[config.mk]
export PLATFORM = sky130hd
export DESIGN_NAME = tennis_rally_core
export DESIGN_NICKNAME = d
export VERILOG_FILES = /design/src/rtl/tennis_rally_core.sv
export SDC_FILE = /design/constraint.sdc
export NUM_CORES = 1
export LEC_CHECK = 0
export CAP_MARGIN = 20
export CELL_PAD_IN_SITES_DETAIL_PLACEMENT = 1
export CELL_PAD_IN_SITES_GLOBAL_PLACEMENT = 2
export CORE_MARGIN = 10
export CORE_UTILIZATION = 40
export CTS_BUF_LIST = sky130_fd_sc_hd__clkbuf_8
export CTS_CLUSTER_SIZE = 12
export DETAILED_ROUTE_END_ITERATION = 8
export PLACE_DENSITY = 0.9
export SLEW_MARGIN = 10
export SYNTH_ARGS = -nofsm -noshare
export SYNTH_HDL_FRONTEND = slang
export SYNTH_SLANG_ARGS = --single-unit
[constraint.sdc]
create_clock -name clk -period 7.7 [get_ports clk]
set_input_delay 0.77 -clock clk [delete_from_list [all_inputs] [get_ports clk]]
set_output_delay 0.77 -clock clk [all_outputs]
set_load 0.01 [all_outputs]
[src/rtl/tennis_rally_core.sv]
// tennis_rally_core
// Tennis game engine on an N_LEDS-long LED court. Both raw player buttons are
// synchronised, debounced and edge-detected. The ball speeds up on each
// successful return, early swings are faults, and the first player to
// WIN_SCORE points ends the game.
//
// Ports:
//   clk           system clock
//   reset         asynchronous active-low reset (0 = reset asserted)
//   left_trigger  raw left-player button (asynchronous, bouncy)
//   right_trigger raw right-player button (asynchronous, bouncy)
//   ball          one-hot ball position, bit N_LEDS-1 = left end, bit 0 = right end
//                 (all ones while a point is shown, all zeros once the game is over)
//   score_left    left player points
//   score_right   right player points
//   game_over     high once either score has reached WIN_SCORE
//   winner        0 = left won, 1 = right won; meaningful only while game_over=1
//   step_period   current clk cycles per ball step
//   state_dbg     current FSM state encoding, for observation only
//
// Button handshake: a press is a single-cycle pulse that the FSM consumes in
// the cycle it is high; there is no back-pressure, so a press arriving in a
// state that does not listen to that player is dropped.
module tennis_rally_core #(
   parameter int N_LEDS     = 16,
   parameter int DEB_CYCLES = 1000000,
   parameter int STEP_INIT  = 25000000,
   parameter int STEP_DEC   = 1000000,
   parameter int STEP_MIN   = 5000000,
   parameter int SCORE_W    = 4,
   parameter int WIN_SCORE  = 7
) (
   input  logic               clk,
   input  logic               reset,
   input  logic               left_trigger,
   input  logic               right_trigger,
   output logic [N_LEDS-1:0]  ball,
   output logic [SCORE_W-1:0] score_left,
   output logic [SCORE_W-1:0] score_right,
   output logic               game_over,
   output logic               winner,
   output logic [31:0]        step_period,
   output logic [2:0]         state_dbg
);

   typedef enum logic [2:0] {
      S_SERVE_L = 3'd0,
      S_SERVE_R = 3'd1,
      S_MOVE_R  = 3'd2,
      S_MOVE_L  = 3'd3,
      S_POINT   = 3'd4,
      S_OVER    = 3'd5
   } state_t;

   localparam int                 DEB_W     = (DEB_CYCLES > 1) ? $clog2(DEB_CYCLES) : 1;
   localparam logic [DEB_W-1:0]   DEB_LAST  = DEB_W'(DEB_CYCLES - 1);
   localparam logic [31:0]        P_INIT    = 32'(STEP_INIT);
   localparam logic [31:0]        P_DEC     = 32'(STEP_DEC);
   localparam logic [31:0]        P_MIN     = 32'(STEP_MIN);
   localparam logic [SCORE_W-1:0] WIN       = SCORE_W'(WIN_SCORE);
   localparam logic [N_LEDS-1:0]  LEFT_END  = {1'b1, {(N_LEDS-1){1'b0}}};
   localparam logic [N_LEDS-1:0]  RIGHT_END = {{(N_LEDS-1){1'b0}}, 1'b1};
   // Index 1 = left player, index 0 = right player in the input pipeline.
   localparam int PL = 1;
   localparam int PR = 0;

   // ------------------------------------------------------------------
   // Input conditioning: 2-FF synchroniser, debounce, rising-edge pulse.
   // The debounced level flips on the DEB_CYCLES-th consecutive cycle in
   // which the synchronised input disagrees with it; any agreement restarts
   // the count, so bounces shorter than DEB_CYCLES never get through.
   // ------------------------------------------------------------------
   logic [1:0]       sync1, sync2, deb, deb_d, press;
   logic [DEB_W-1:0] deb_cnt [2];

   always_ff @(posedge clk or negedge reset) begin
      if (!reset) begin
         sync1      <= '0;
         sync2      <= '0;
         deb        <= '0;
         deb_d      <= '0;
         press      <= '0;
         deb_cnt[0] <= '0;
         deb_cnt[1] <= '0;
      end else begin
         sync1 <= {left_trigger, right_trigger};
         sync2 <= sync1;
         deb_d <= deb;
         press <= deb & ~deb_d;
         for (int i = 0; i < 2; i++) begin
            if (sync2[i] == deb[i]) begin
               deb_cnt[i] <= '0;
            end else if (deb_cnt[i] == DEB_LAST) begin
               deb[i]     <= sync2[i];
               deb_cnt[i] <= '0;
            end else begin
               deb_cnt[i] <= deb_cnt[i] + 1'b1;
            end
         end
      end
   end

   // ------------------------------------------------------------------
   // Rally FSM
   // ------------------------------------------------------------------
   state_t             state;
   logic [31:0]        timer;
   logic               last_left;   // 1 when the left player won the last point
   logic               tick;
   logic               at_left, at_right;
   logic               point_l, point_r, ret;
   logic [31:0]        step_next;
   logic [SCORE_W-1:0] new_left, new_right;

   assign state_dbg = state;
   assign tick      = (timer == step_period - 32'd1);
   assign at_left   = (ball == LEFT_END);
   assign at_right  = (ball == RIGHT_END);
   assign new_left  = (score_left  < WIN) ? score_left  + 1'b1 : score_left;
   assign new_right = (score_right < WIN) ? score_right + 1'b1 : score_right;

   // Each return shortens the step, never below STEP_MIN.
   assign step_next = (step_period >= P_MIN + P_DEC) ? step_period - P_DEC : P_MIN;

   // Only the player the ball is travelling toward is listened to; a press
   // before the ball reaches that player's end is an early-swing fault, and
   // a press on the same edge as the final tick still counts as a return.
   always_comb begin
      point_l = 1'b0;
      point_r = 1'b0;
      ret     = 1'b0;
      case (state)
         S_MOVE_R: begin
            if (press[PR]) begin
               if (at_right) ret = 1'b1;
               else          point_l = 1'b1;
            end else if (tick && at_right) begin
               point_l = 1'b1;
            end
         end
         S_MOVE_L: begin
            if (press[PL]) begin
               if (at_left) ret = 1'b1;
               else         point_r = 1'b1;
            end else if (tick && at_left) begin
               point_r = 1'b1;
            end
         end
         default: ;
      endcase
   end

   always_ff @(posedge clk or negedge reset) begin
      if (!reset) begin
         state       <= S_SERVE_L;
         ball        <= LEFT_END;
         score_left  <= '0;
         score_right <= '0;
         game_over   <= 1'b0;
         winner      <= 1'b0;
         step_period <= P_INIT;
         timer       <= '0;
         last_left   <= 1'b0;
      end else begin
         case (state)
            S_SERVE_L: begin
               ball  <= LEFT_END;
               timer <= '0;
               if (press[PL]) state <= S_MOVE_R;
            end
            S_SERVE_R: begin
               ball  <= RIGHT_END;
               timer <= '0;
               if (press[PR]) state <= S_MOVE_L;
            end
            S_MOVE_R, S_MOVE_L: begin
               if (point_l || point_r) begin
                  if (point_l) score_left  <= new_left;
                  if (point_r) score_right <= new_right;
                  if ((point_l && new_left == WIN) || (point_r && new_right == WIN)) begin
                     game_over <= 1'b1;
                     winner    <= point_r;
                  end
                  last_left   <= point_l;
                  ball        <= '1;
                  step_period <= P_INIT;
                  timer       <= '0;
                  state       <= S_POINT;
               end else if (ret) begin
                  step_period <= step_next;
                  timer       <= '0;
                  state       <= (state == S_MOVE_R) ? S_MOVE_L : S_MOVE_R;
               end else if (tick) begin
                  timer <= '0;
                  ball  <= (state == S_MOVE_R) ? (ball >> 1) : (ball << 1);
               end else begin
                  timer <= timer + 32'd1;
               end
            end
            S_POINT: begin
               // Blink marker held for one full STEP_INIT period.
               if (tick) begin
                  timer <= '0;
                  if (game_over) begin
                     ball  <= '0;
                     state <= S_OVER;
                  end else if (last_left) begin
                     ball  <= RIGHT_END;
                     state <= S_SERVE_R;
                  end else begin
                     ball  <= LEFT_END;
                     state <= S_SERVE_L;
                  end
               end else begin
                  timer <= timer + 32'd1;
               end
            end
            S_OVER: begin
               ball      <= '0;
               game_over <= 1'b1;
               timer     <= '0;
            end
            default: begin
               state <= S_SERVE_L;
               ball  <= LEFT_END;
               timer <= '0;
            end
         endcase
      end
   end

endmodule

# Word level (Yosys, flattened, before mapping)
# Index checks and enable logic that the tools add are counted.
# totals
ff_bits	144
inputBits	4
word_cells	120
# op_classes
add_sub_neg	7
n_lt_le_gt_ge	3
n_eq_ne	22
muxes	46
n_bitwise	5
reduce_logical	20
# op_table
cell	count
two-way mux 32 bit	6
two-way mux 16 bit	7
two-way mux 20 bit	4
case mux 16 bit (4 select lines)	1
case mux 32 bit (2 select lines)	1
adder 20 x 1 -> 20 bit (second input constant)	2
equality test 20 bit (second input constant)	2
adder 32 x 1 -> 32 bit (second input constant)	1
equality test 32 bit	1
>= comparator 32 x 23 -> 1 bit (second input constant)	1
subtractor 32 x 1 -> 32 bit (second input constant)	1
subtractor 32 x 20 -> 32 bit (second input constant)	1
two-way mux 3 bit	6
equality test 16 x 1 -> 1 bit (second input constant)	1
equality test 16 bit (second input constant)	1
two-way mux 1 bit	16
case mux 3 bit (5 select lines)	1
AND reduction 3 bit	5
!= test 2 bit (second input constant)	5
!= test 3 bit (second input constant)	3
adder 4 x 1 -> 4 bit (second input constant)	2
equality test 4 x 3 -> 1 bit (second input constant)	2
< comparator 4 x 3 -> 1 bit (second input constant)	2
two-way mux 4 bit	2
other kinds (15)	29

# Longest topological paths before layout
# logic_depth
ltp_word	11
mapped_depth	13

# Worst setup path before layout
# OpenSTA, ideal clock, no wires.
# synth_path
kind	reg-to-reg
from	register step_period[6]
to	register score_right[1]
arrival_time_ps	3193
path_slack_ps	4379
path_stages_with_launch	12
period_less_slack_ps	3321
path_cell_list	dfstp_2 > inv_1 > ha_1 > nor2b_1 > or3_1 > a311oi_1 > o2111ai_1 > nor4_2 > nand4_4 > o21a_1 > nor2_1 > mux2_1
# synth_via
elab_chain_cells	8
# synth_rtl
item	line_no	source
start: declaration	42	output logic [31:0] step_period,
start signal: assignment	190	step_period <= step_next;
subtractor 32 x 1 -> 32 bit (*)	116	assign tick = (timer == step_period - 32'd1);
equality test 32 bit (*)	116	
logical AND 1 bit, on equally long branches	137, 145	
two-way mux 1 bit, on equally long branches	137, 145	
two-way mux 1 bit, on equally long branches	134, 142	
two-way mux 1 bit	132	case (state)
logical OR 1 bit	177	if (point_l || point_r) begin
AND reduction 3 bit (no source line) (*)	--	
end signal: assignment	179	if (point_r) score_right <= new_right;
end: declaration	39	output logic [SCORE_W-1:0] score_right,
# Mark *: on every way between the ends. The rest lies on a longest branch, timed or not.
# A chain may end at the register's enable or synchronous reset.

# Final worst setup path
# layout_path
from	register step_period[6]
to	register step_period[22]
# layout_via
elab_chain_cells	9
# layout_rtl
item	line_no
subtractor 32 x 1 -> 32 bit	116
equality test 32 bit	116
logical AND 1 bit, on equally long branches	137, 145
two-way mux 1 bit, on equally long branches	137, 145
two-way mux 1 bit, on equally long branches	134, 142
two-way mux 1 bit	132
logical OR 1 bit	177
nonzero test 2 bit (no source line)	--
AND reduction 2 bit (no source line)	--
# Several ways; a longest one is shown, not always the timed one. The select of a mux whose other input is x is not followed.

==> results.md <==
* Via density at 5.653
* Detailed placement HPWL at 16570 um
* Leakage at 0.003891 uW
* H-tree levels at 4
* Resized Gates After CTS at 0
* Worst hold-check path type: in -> async
* Pin count of the biggest net entering global routing at 74
* Vias in the first global route at 7359
* Die height at 163.2 um
* Area after DPL at 8917 um^2
* Area grow syn2layout at 14.27%
* CTS Buf Count at 17
* WP data required at 8.09 ns
* Number of synthesized register bits at 138
* Drt drc at 0
* Num ports at 65
* Post-CTS Setup Inserts at 0
* Initial DRC count at 248
* CP Capture Point: step_period[22]$_DFFE_PN1P_
* Yosys cell types at 77
* F_max at 0.2479 GHz
* Starting Density at 40.65%
* Clock transition at the registers of the reported paths at 0.10 ns
* Clk_lat worst skew at 0.47 ns
* Hold slack at 0.3321 ns
* Detailed-route via count at 7004
* Peak VDD IR at 0.0001212 V
* Crit end category: flip-flop
* Commonest non-fill, non-tap cells in the layout: 140 x nor2_1, 125 x dfrtp_1, 72 x nand2_1
* Crit path launch: step_period[6]$_DFFE_PN1P_
* Clk sinks at 138
* Synth warn at 0
* GRT Resource Usage Total at 17.63%
* R2r startpoint: step_period[6]$_DFFE_PN1P_
* DRT antenna net count at 0
* Gr ovfl total at 0
* Post-synth EDFFs at 0
* Slew margin rel. at 26.48%
* Slew @ Worst Pin at 1.103 ns
* Max Fanout on Critical Path at 28
* Antenna Cells at 0
* R2R Setup Slk at 3.67 ns
* CP Class: reg -> reg
* Fin. max-slew vios at 0
* Final setup viols at 0
* Root Driver: clkbuf_8
* Unrepaired setup endpoints after global routing: false
* Post-Route WL at 23050 um
* Initial antenna violation count at 0
* Final instance area at 9369 um^2
* Primary FF master, synth: dfrtp_1
* Clk_skew at 0.01931 ns
* Status: finished clean
* Die Wd at 163.2 um
* FFs w/ async S/R, synth at 100.0%
* Setup TNS at 0 ns
* Post-synthesis sequential area ratio at 42.32%
* R2R cell count at 11
* Layout cell share with drive strength beyond 1 at 7.327%
* Core ar. at 20170 um^2
* First-pass GRT wire length at 38560 um
* Final hold violation count at 0
* Die area at 26620 um^2
* Max-Cap Viols at 0
* Global placer's final weighted congestion at 0.8685
* Synth Cell Area at 8199 um^2
* Crit Reg-Reg Endpoint: step_period[22]$_DFFE_PN1P_
* Final period utilization at 52.39%
* CP Launch Type: flip-flop
* Cells after synthesis at 919
* # hold bufs at CTS at 0
* Arr. time, crit path at 4.42 ns
* Pwr dens at 151.0 nW/um^2
* Max clock buf depth at 2
* CTS tree: yes
* Final #Nets at 967
* Crit path time final at 4.034 ns
* Detailed Routing Iterations Pass 1 at 4
* WL per Instance at 18.61 um
* IO buf count at 58
* Row count at 52
* Syn_area_per_cell at 8.922 um^2
* Most common cell after layout, fill and taps aside: nor2_1
==> cell type report <==
class                   instances  area (um^2)
multi-input cells             718         4442
inverters                      19        71.32
clock buffers                  18        247.7
flip-flops and latches        138         3470
clock inverters                14        181.4
fillers                      2348        10800
well taps                     270        337.8
repair buffers                 62        619.3
==> metrics by stage <==
step	worst slack (ns)	cells	utilization [%]	power (uW)
global route	3.382	1239	46.45	1469
CTS	3.683	1237	46.34	1434
floorplan	4.379	924	-	754.7
detailed placement	3.709	1205	44.21	772.2
global placement	3.782	1205	44.21	771.7
finish	3.666	1239	46.45	1415
==> per-layer routing <==
metal	vias up	track usage (%)	share of wire (%)
met5	-	0	0
met4	0	5.574	1.9
met3	28	3.247	4.2
met2	127	29.23	49
met1	3521	22.74	45
li1	3328	-	-
==> how the worst min path moves through the flow <==
stage	start	endpoint	slack, ns	cells past startpoint
finish	reset	deb_cnt[36]$_DFF_PN0_	0.33	1
detailed placement	sync1[1]$_DFF_PN0_	sync2[1]$_DFF_PN0_	0.36	0
floorplan	sync1[0]$_DFF_PN0_	sync2[0]$_DFF_PN0_	0.33	0
CTS	reset	deb_cnt[29]$_DFF_PN0_	0.35	1
global route	reset	deb_cnt[36]$_DFF_PN0_	0.37	1
global placement	sync1[1]$_DFF_PN0_	sync2[1]$_DFF_PN0_	0.34	0
==> sequential cells by signal (all words and copies together), names as in the netlist, 3 cells and up <==
register	count
ball	16
score_left	4
deb_cnt	40
step_period	26
state_dbg	3
score_right	4
timer	32
==> cell families (layout without fill, tap and decap cells) <==
group,after synthesis,in the layout,share of synthesized area (%)
fa+ha+maj,7,7,1.068
buf+inv,68,113,3.739
compound gates,170,170,13.96
flops,138,138,42.32
simple gates,417,417,25.82
xor+xnor,93,93,9.934
other cells,1,6,0.04574
mux,25,25,3.113
==> power breakdown <==
part,switching (uW),total (uW),internal (uW)
registers,3.17,731,728
logic,21.1,25.6,4.54
clock network,321,658,337
==> critical path, stage by stage (launching register included) <==
cell	delay, ns
dfstp_2	0.60
inv_1	0.10
ha_1	0.25
nor2b_1	0.18
or3_1	0.39
a311oi_1	0.31
o2111ai_1	0.17
nor4_2	0.43
nand3_1	0.17
o21a_1	0.60
or4_1	0.65
nand3_1	0.10
==> cells in the mapped netlist (3+ instances only) <==
master	number	area, um^2
dfrtp_1	125	3128
a21o_1	5	37.54
o2111ai_1	3	26.28
o21ai_1	22	110.1
nor4_1	12	75.07
buf_6	3	33.78
and3_1	24	150.1
nand3b_1	9	67.56
and4_1	6	52.55
o22a_1	4	35.03
nand4_1	21	131.4
o211ai_1	6	45.04
and2_1	7	43.79
nor3_1	17	85.08
a21oi_1	39	195.2
or2_2	4	25.02
o41ai_1	3	26.28
inv_1	19	71.32
xor2_1	47	411.6
a41oi_1	3	26.28
ha_1	7	87.58
o21a_1	7	52.55
o22ai_1	3	18.77
a31oi_1	6	37.54
clkbuf_1	34	127.6
mux2i_1	21	210.2
o21bai_1	3	22.52
nor2_1	140	525.5
nor2b_1	11	68.82
nand2b_1	10	62.56
a211oi_1	16	120.1
a32o_1	3	30.03
or3_1	17	106.4
o21ai_0	22	110.1
or4_1	5	37.54
xnor2_1	46	402.9
nand3_1	42	210.2
nand2_1	72	270.3
o31ai_1	5	37.54
dfstp_2	13	341.6
buf_4	6	45.04
buf_2	5	25.02
No activity file was read; power rests on OpenSTA's default activity.
